--- src/rtl/dmi_tl_pkg.sv ---
// Shared types and encodings for the DMI-to-TileLink-UL bridge.
package dmi_tl_pkg;

  typedef enum logic [1:0] {
    OP_NOP   = 2'd0,
    OP_READ  = 2'd1,
    OP_WRITE = 2'd2,
    OP_RSVD  = 2'd3
  } dmi_op_e;

  localparam logic [1:0] RESP_OK   = 2'd0;
  localparam logic [1:0] RESP_FAIL = 2'd2;
  localparam logic [1:0] RESP_BUSY = 2'd3;

  localparam logic [2:0] TL_PUT_FULL    = 3'd0;
  localparam logic [2:0] TL_PUT_PARTIAL = 3'd1;
  localparam logic [2:0] TL_GET         = 3'd4;

  typedef enum logic [1:0] {
    ST_IDLE,
    ST_A_SEND,
    ST_D_WAIT,
    ST_RESP
  } state_e;

endpackage

--- src/rtl/dmi_tl_bridge.sv ---
// DMI request/response to single-beat TileLink-UL bridge, one transaction outstanding.
// Optional D-channel timeout with late-beat drain: define DMI_TL_TIMEOUT_EN.
module dmi_tl_bridge
  import dmi_tl_pkg::*;
#(
  parameter int unsigned ABITS       = 7,
  parameter int unsigned DATA_W      = 32,
  parameter int unsigned NOP_ADDR    = 'h40,
  parameter int unsigned SOURCE_ID   = 0,
  parameter int unsigned TIMEOUT_CYC = 1024
) (
  input  logic                  clock,
  input  logic                  reset_n,
  input  logic                  dmi_req_valid,
  output logic                  dmi_req_ready,
  input  logic [1:0]            dmi_req_op,
  input  logic [ABITS-1:0]      dmi_req_addr,
  input  logic [DATA_W-1:0]     dmi_req_data,
  output logic                  dmi_resp_valid,
  input  logic                  dmi_resp_ready,
  output logic [1:0]            dmi_resp_resp,
  output logic [DATA_W-1:0]     dmi_resp_data,
  output logic                  tl_a_valid,
  input  logic                  tl_a_ready,
  output logic [2:0]            tl_a_opcode,
  output logic [2:0]            tl_a_size,
  output logic                  tl_a_source,
  output logic [ABITS+1:0]      tl_a_address,
  output logic [DATA_W/8-1:0]   tl_a_mask,
  output logic [DATA_W-1:0]     tl_a_data,
  input  logic                  tl_d_valid,
  output logic                  tl_d_ready,
  input  logic                  tl_d_denied,
  input  logic                  tl_d_corrupt,
  input  logic [DATA_W-1:0]     tl_d_data
);

  localparam int unsigned AW = ABITS + 2;
  localparam int unsigned MW = DATA_W / 8;
  localparam logic [AW-1:0] NOP_A = AW'(NOP_ADDR);

  if (DATA_W != 32 && DATA_W != 64) begin : g_bad_data_w
    $error("DATA_W must be 32 or 64");
  end
  if (TIMEOUT_CYC < 2) begin : g_bad_timeout
    $error("TIMEOUT_CYC must be at least 2");
  end

  state_e              state_q, state_d;
  dmi_op_e             op_q, op_d;
  logic                req_ready_q, req_ready_d;
  logic                a_valid_q, a_valid_d;
  logic                d_ready_q, d_ready_d;
  logic                resp_valid_q, resp_valid_d;
  logic [2:0]          a_opcode_q, a_opcode_d;
  logic [AW-1:0]       a_addr_q, a_addr_d;
  logic [MW-1:0]       a_mask_q, a_mask_d;
  logic [DATA_W-1:0]   a_data_q, a_data_d;
  logic [1:0]          resp_q, resp_d;
  logic [DATA_W-1:0]   rdata_q, rdata_d;
  logic                drain_nx;

`ifdef DMI_TL_TIMEOUT_EN
  localparam int unsigned CNT_W = (TIMEOUT_CYC > 1) ? $clog2(TIMEOUT_CYC) : 1;
  logic [CNT_W-1:0]    cnt_q, cnt_d;
  logic                drain_q, drain_d;
`endif

  logic req_fire, a_fire, d_fire;
  assign req_fire = dmi_req_valid & req_ready_q;
  assign a_fire   = a_valid_q & tl_a_ready;
  assign d_fire   = tl_d_valid & d_ready_q;

  always_comb begin
    state_d    = state_q;
    op_d       = op_q;
    a_opcode_d = a_opcode_q;
    a_addr_d   = a_addr_q;
    a_mask_d   = a_mask_q;
    a_data_d   = a_data_q;
    resp_d     = resp_q;
    rdata_d    = rdata_q;
`ifdef DMI_TL_TIMEOUT_EN
    cnt_d   = '0;
    drain_d = drain_q;
    if (drain_q && d_fire) drain_d = 1'b0;
`endif
    case (state_q)
      ST_IDLE: begin
        if (req_fire) begin
          op_d     = dmi_op_e'(dmi_req_op);
          resp_d   = RESP_OK;
          rdata_d  = '0;
          a_data_d = '0;
          a_mask_d = '1;
          a_addr_d = {dmi_req_addr, 2'b00};
          state_d  = ST_A_SEND;
          case (dmi_op_e'(dmi_req_op))
            OP_READ:  a_opcode_d = TL_GET;
            OP_WRITE: begin
              a_opcode_d = TL_PUT_FULL;
              a_data_d   = dmi_req_data;
            end
            OP_NOP: begin
              a_opcode_d = TL_PUT_PARTIAL;
              a_mask_d   = '0;
              a_addr_d   = NOP_A;
            end
            default: begin
              resp_d  = RESP_FAIL;
              state_d = ST_RESP;
            end
          endcase
        end
      end
      ST_A_SEND: if (a_fire) state_d = ST_D_WAIT;
      ST_D_WAIT: begin
        if (d_fire) begin
          resp_d  = (tl_d_denied || tl_d_corrupt) ? RESP_FAIL : RESP_OK;
          rdata_d = (op_q == OP_READ && !tl_d_denied) ? tl_d_data : '0;
          state_d = ST_RESP;
        end
`ifdef DMI_TL_TIMEOUT_EN
        else if (cnt_q == CNT_W'(TIMEOUT_CYC - 1)) begin
          resp_d  = RESP_BUSY;
          rdata_d = '0;
          drain_d = 1'b1;
          state_d = ST_RESP;
        end else begin
          cnt_d = cnt_q + 1'b1;
        end
`endif
      end
      ST_RESP: if (dmi_resp_ready) state_d = ST_IDLE;
      default: state_d = ST_IDLE;
    endcase

`ifdef DMI_TL_TIMEOUT_EN
    drain_nx = drain_d;
`else
    drain_nx = 1'b0;
`endif
    // Handshake outputs are registered from the next state so they align with it.
    req_ready_d  = (state_d == ST_IDLE);
    a_valid_d    = (state_d == ST_A_SEND) && !drain_nx;
    d_ready_d    = (state_d == ST_D_WAIT) || drain_nx;
    resp_valid_d = (state_d == ST_RESP);
  end

  always_ff @(posedge clock) begin
    if (!reset_n) begin
      state_q      <= ST_IDLE;
      op_q         <= OP_NOP;
      req_ready_q  <= 1'b1;
      a_valid_q    <= 1'b0;
      d_ready_q    <= 1'b0;
      resp_valid_q <= 1'b0;
      a_opcode_q   <= '0;
      a_addr_q     <= '0;
      a_mask_q     <= '0;
      a_data_q     <= '0;
      resp_q       <= '0;
      rdata_q      <= '0;
`ifdef DMI_TL_TIMEOUT_EN
      cnt_q        <= '0;
      drain_q      <= 1'b0;
`endif
    end else begin
      state_q      <= state_d;
      op_q         <= op_d;
      req_ready_q  <= req_ready_d;
      a_valid_q    <= a_valid_d;
      d_ready_q    <= d_ready_d;
      resp_valid_q <= resp_valid_d;
      a_opcode_q   <= a_opcode_d;
      a_addr_q     <= a_addr_d;
      a_mask_q     <= a_mask_d;
      a_data_q     <= a_data_d;
      resp_q       <= resp_d;
      rdata_q      <= rdata_d;
`ifdef DMI_TL_TIMEOUT_EN
      cnt_q        <= cnt_d;
      drain_q      <= drain_d;
`endif
    end
  end

  assign dmi_req_ready  = req_ready_q;
  assign dmi_resp_valid = resp_valid_q;
  assign dmi_resp_resp  = resp_q;
  assign dmi_resp_data  = rdata_q;
  assign tl_a_valid     = a_valid_q;
  assign tl_a_opcode    = a_opcode_q;
  assign tl_a_size      = 3'($clog2(MW));
  assign tl_a_source    = 1'(SOURCE_ID);
  assign tl_a_address   = a_addr_q;
  assign tl_a_mask      = a_mask_q;
  assign tl_a_data      = a_data_q;
  assign tl_d_ready     = d_ready_q;

endmodule

--- config.mk ---
export PLATFORM = sky130hd
export DESIGN_NAME = dmi_tl_bridge
export DESIGN_NICKNAME = d
export VERILOG_FILES = /design/src/rtl/dmi_tl_pkg.sv /design/src/rtl/dmi_tl_bridge.sv
export SDC_FILE = /design/constraint.sdc
export NUM_CORES = 1
export LEC_CHECK = 0
export CORE_MARGIN = 2
export CORE_UTILIZATION = 36
export CTS_CLUSTER_DIAMETER = 80
export DETAILED_ROUTE_END_ITERATION = 8
export GPL_ROUTABILITY_DRIVEN = 1
export PLACE_DENSITY = 0.76
export SYNTH_ARGS = -nofsm -noshare
export SYNTH_HDL_FRONTEND = slang
export SYNTH_SLANG_ARGS = --single-unit
--- constraint.sdc ---
create_clock -name clock -period 1.35 [get_ports clock]
set_input_delay 0.27 -clock clock [delete_from_list [all_inputs] [get_ports clock]]
set_output_delay 0.27 -clock clock [all_outputs]
set_load 0.1 [all_outputs]
==> impl_metrics.env <==
export IMPL_setup_viol=53
export IMPL_syn_avg_cell_area_um2=8.59
export IMPL_violations="setup timing"
export IMPL_crit_family="buffers and inverters"
export IMPL_grt_first_pass_wirelength_um=18600
export IMPL_layout_common_cells="buf_12 (95), clkdlybuf4s50_1 (79), dfxtp_1 (77)"
export IMPL_skew_ns=0.00858
export IMPL_arrival_ns=1.75
export IMPL_cp_slowest_stage_delay_ns=0.37
export IMPL_netlist_area_um2=3420
export IMPL_yosys_warnings=0
export IMPL_cts_root_buf="clkbuf_8"
export IMPL_row_count=35
export IMPL_status="finished, violations left"
export IMPL_maxCapViolCount=0
export IMPL_cts_made_buffers=9
export IMPL_first_global_vias=3706
export IMPL_hold_depth=2
export IMPL_r2r_start="state_q[0]$_SDFF_PN0_"
export IMPL_ff_latch_area_um2=1680
export IMPL_drt_antenna_violating_nets=0
export IMPL_drt_pass1_iter_count=5
export IMPL_clk_path_buf_depth=2
export IMPL_synth_edf_count=0
export IMPL_clock_sink_count=83
export IMPL_final_setup_tns_ns=-1.82
export IMPL_hp_class="flip-flop to flip-flop"
export IMPL_r2r_end="dmi_resp_data[3]$_SDFFE_PN0P_"
export IMPL_critPathLaunch="state_q[0]$_SDFF_PN0_"
export IMPL_antenna_cells=0
export IMPL_wirelength_um=12000
export IMPL_rrSetupSlack_ns=-0.13
export IMPL_synth_top_area_cell="dfxtp_1"
export IMPL_synthCells=398
export IMPL_wl_per_cell_um=17.4
export IMPL_critPathSlowestCell="dfxtp_4"
export IMPL_min_from="op_q[0]$_SDFFE_PN0P_"
export IMPL_yosysUniqueCellTypes=33
export IMPL_cts_tree="built"
export IMPL_vias=3636
export IMPL_clk_latency_ns=0.34
export IMPL_grt_overflow_total=0
export IMPL_crit_required_ns=1.63
export IMPL_place_ws_ns=-0.557
export IMPL_cts_clk_slew_worst_paths_ns=0.08
export IMPL_hpwl_um=8220
export IMPL_final_nets=638
export IMPL_rsz0062_at_grt="true"
export IMPL_drt_iter0_drc=136
export IMPL_synth_top_area_share_pct=48.6
export IMPL_initial_utilization_pct=37.0
export IMPL_cpMostUsedCell="buf_12"
export IMPL_critPathCaptureType="flip-flop"
export IMPL_vias_per_cell=5.26
export IMPL_min_to="op_q[0]$_SDFFE_PN0P_"
export IMPL_io_buffers=162
export IMPL_core_um2=9240
export IMPL_drive_gt1_share_pct=38.1
export IMPL_finalCriticalPeriod_ns=1.48
export IMPL_die_h_um=101
export IMPL_ys_flop_type="dfxtp_1"
export IMPL_p_per_area_nw_per_um2=1030
export IMPL_leakagePower_nw=2.36
export IMPL_grt_max_degree=39
export IMPL_cp_start_kind="flip-flop"
export IMPL_io_pins=171
export IMPL_gp_congestion=0.741
export IMPL_fin_crit_sh_pct=109
export IMPL_multi_input_area_um2=1810
export IMPL_ys_seq_area_share_pct=48.6
export IMPL_max_freq_ghz=0.678
export IMPL_htree_levels=3
export IMPL_path_buf_inv=3
export IMPL_fp_dieArea_um2=10300
export IMPL_final_common_cell="buf_12"
export IMPL_hold_violations=0
export IMPL_ys_ff_latch=83
export IMPL_crit_cells=6
export IMPL_path_class="flip-flop to flip-flop"
export IMPL_yosys_top_cells_area="dfxtp_1 (49%), a21oi_1 (11%), nand3_1 (10%)"
export IMPL_fillers=619
export IMPL_critical_path_max_fanout=8
export IMPL_area_delta_synth_final_pct=99.9
export IMPL_fin_ws_ns=-0.125
export IMPL_async_flop_share_pct=0
export IMPL_ctsHoldBuffers=0
export IMPL_slew_violations=0
export IMPL_peakVddDrop_mv=0.683
export IMPL_gr_usage_all_layers_pct=22.8
export IMPL_antenna_found_initial=0
export IMPL_crit_chain="nor4bb_4 -> buf_6 -> buf_12 -> buf_12 -> o2111ai_2 -> a21oi_2"
export IMPL_r2r_cells=6
export IMPL_fp_dieW_um=101
export IMPL_post_route_drc_count=0
==> cell usage after synthesis (3+ instances only) <==
library cell  number
dfxtp_1           83
a21oi_1           74
nand3_1           71
nand2_1           45
o2111ai_1         32
clkbuf_1          23
buf_4             15
buf_2             12
nor2_1             5
buf_6              4
and2_1             3
buf_1              3
nor3_1             3
==> state kept, by name, summed over array words and instances (netlist names) <==
signal	cells
state_q	2
tl_a_opcode	2
tl_a_valid	1
dmi_resp_resp	1
tl_a_address	7
tl_d_ready	1
dmi_resp_valid	1
dmi_resp_data	32
op_q	2
tl_a_data	32
tl_a_mask	1
dmi_req_ready	1
==> layer usage <==
metal	up-vias	track usage (%)	part of all wire, %
li1	1736	-	-
met1	1742	26.9	39
met2	136	40.6	53
met3	22	4.42	5.3
met4	0	9.36	2.4
met5	-	0	0
==> layout make-up <==
type / instances / share of cell area (%)
repair buffers: 200 / 43.0
clock buffers: 12 / 2.43
clock inverters: 4 / 1.02
flip-flops and latches: 83 / 24.6
inverters: 1 / 0.0549
well taps: 129 / 2.36
multi-input cells: 262 / 26.5
==> metrics by stage <==
| stage | instances | power [mW] | hold slack [ns] | util [%] | instance area (um2) |
|---|---|---|---|---|---|
| after CTS | 690 | 6.98 | 0.456 | 72.1 | 6660 |
| after global placement | 667 | 4.73 | 0.442 | 67.6 | 6250 |
| after floorplan | 404 | 3.94 | 0.331 | - | 3630 |
| after detailed placement | 667 | 4.77 | 0.444 | 67.6 | 6250 |
| final | 691 | 7.01 | 0.459 | 74.0 | 6840 |
| after global routing | 691 | 7.27 | 0.488 | 74.0 | 6840 |
==> worst min-delay path: cells and delay by family (launching register included) <==
| kind | cells | cell delay [ns] |
|---|---|---|
| compound gates | 1 | 0.05 |
| flops | 1 | 0.31 |
| simple gates | 1 | 0.05 |
==> worst max path at each step <==
stage | endpoint | slack, ns
2_1_floorplan | tl_a_address[6]$_SDFFE_PN0P_ | -0.14
3_3_place_gp | dmi_resp_data[14]$_SDFFE_PN0P_ | -0.47
6_report | dmi_resp_data[3]$_SDFFE_PN0P_ | -0.13
5_1_grt | dmi_resp_data[1]$_SDFFE_PN0P_ | -0.18
3_5_place_dp | dmi_resp_data[20]$_SDFFE_PN0P_ | -0.56
4_1_cts | dmi_resp_data[3]$_SDFFE_PN0P_ | -0.09
==> what timing repair did <==
action	in CTS	in global routing
resized for setup	18	40
endpoints found under the setup margin	77	75
pin swaps	12	21
cloned	2	2
setup buffers	5	3
==> kinds of logic after synthesis <==
logic type             share of synthesized area, %
buffers and inverters                          9.77
DFF                                            48.6
and+or+nand+nor                                20.3
AOI/OAI and AO/OA                              21.1
other                                         0.220
==> where the power goes <==
| group | leakage [nW] | switching (mW) | internal [mW] | total [mW] |
|---|---|---|---|---|
| clock | 0.121 | 0.864 | 1.20 | 2.07 |
| combinational | 1.56 | 1.36 | 0.940 | 2.30 |
| sequential | 0.675 | 0.104 | 2.54 | 2.64 |
Note: power is estimated with default switching activity, not from simulation.
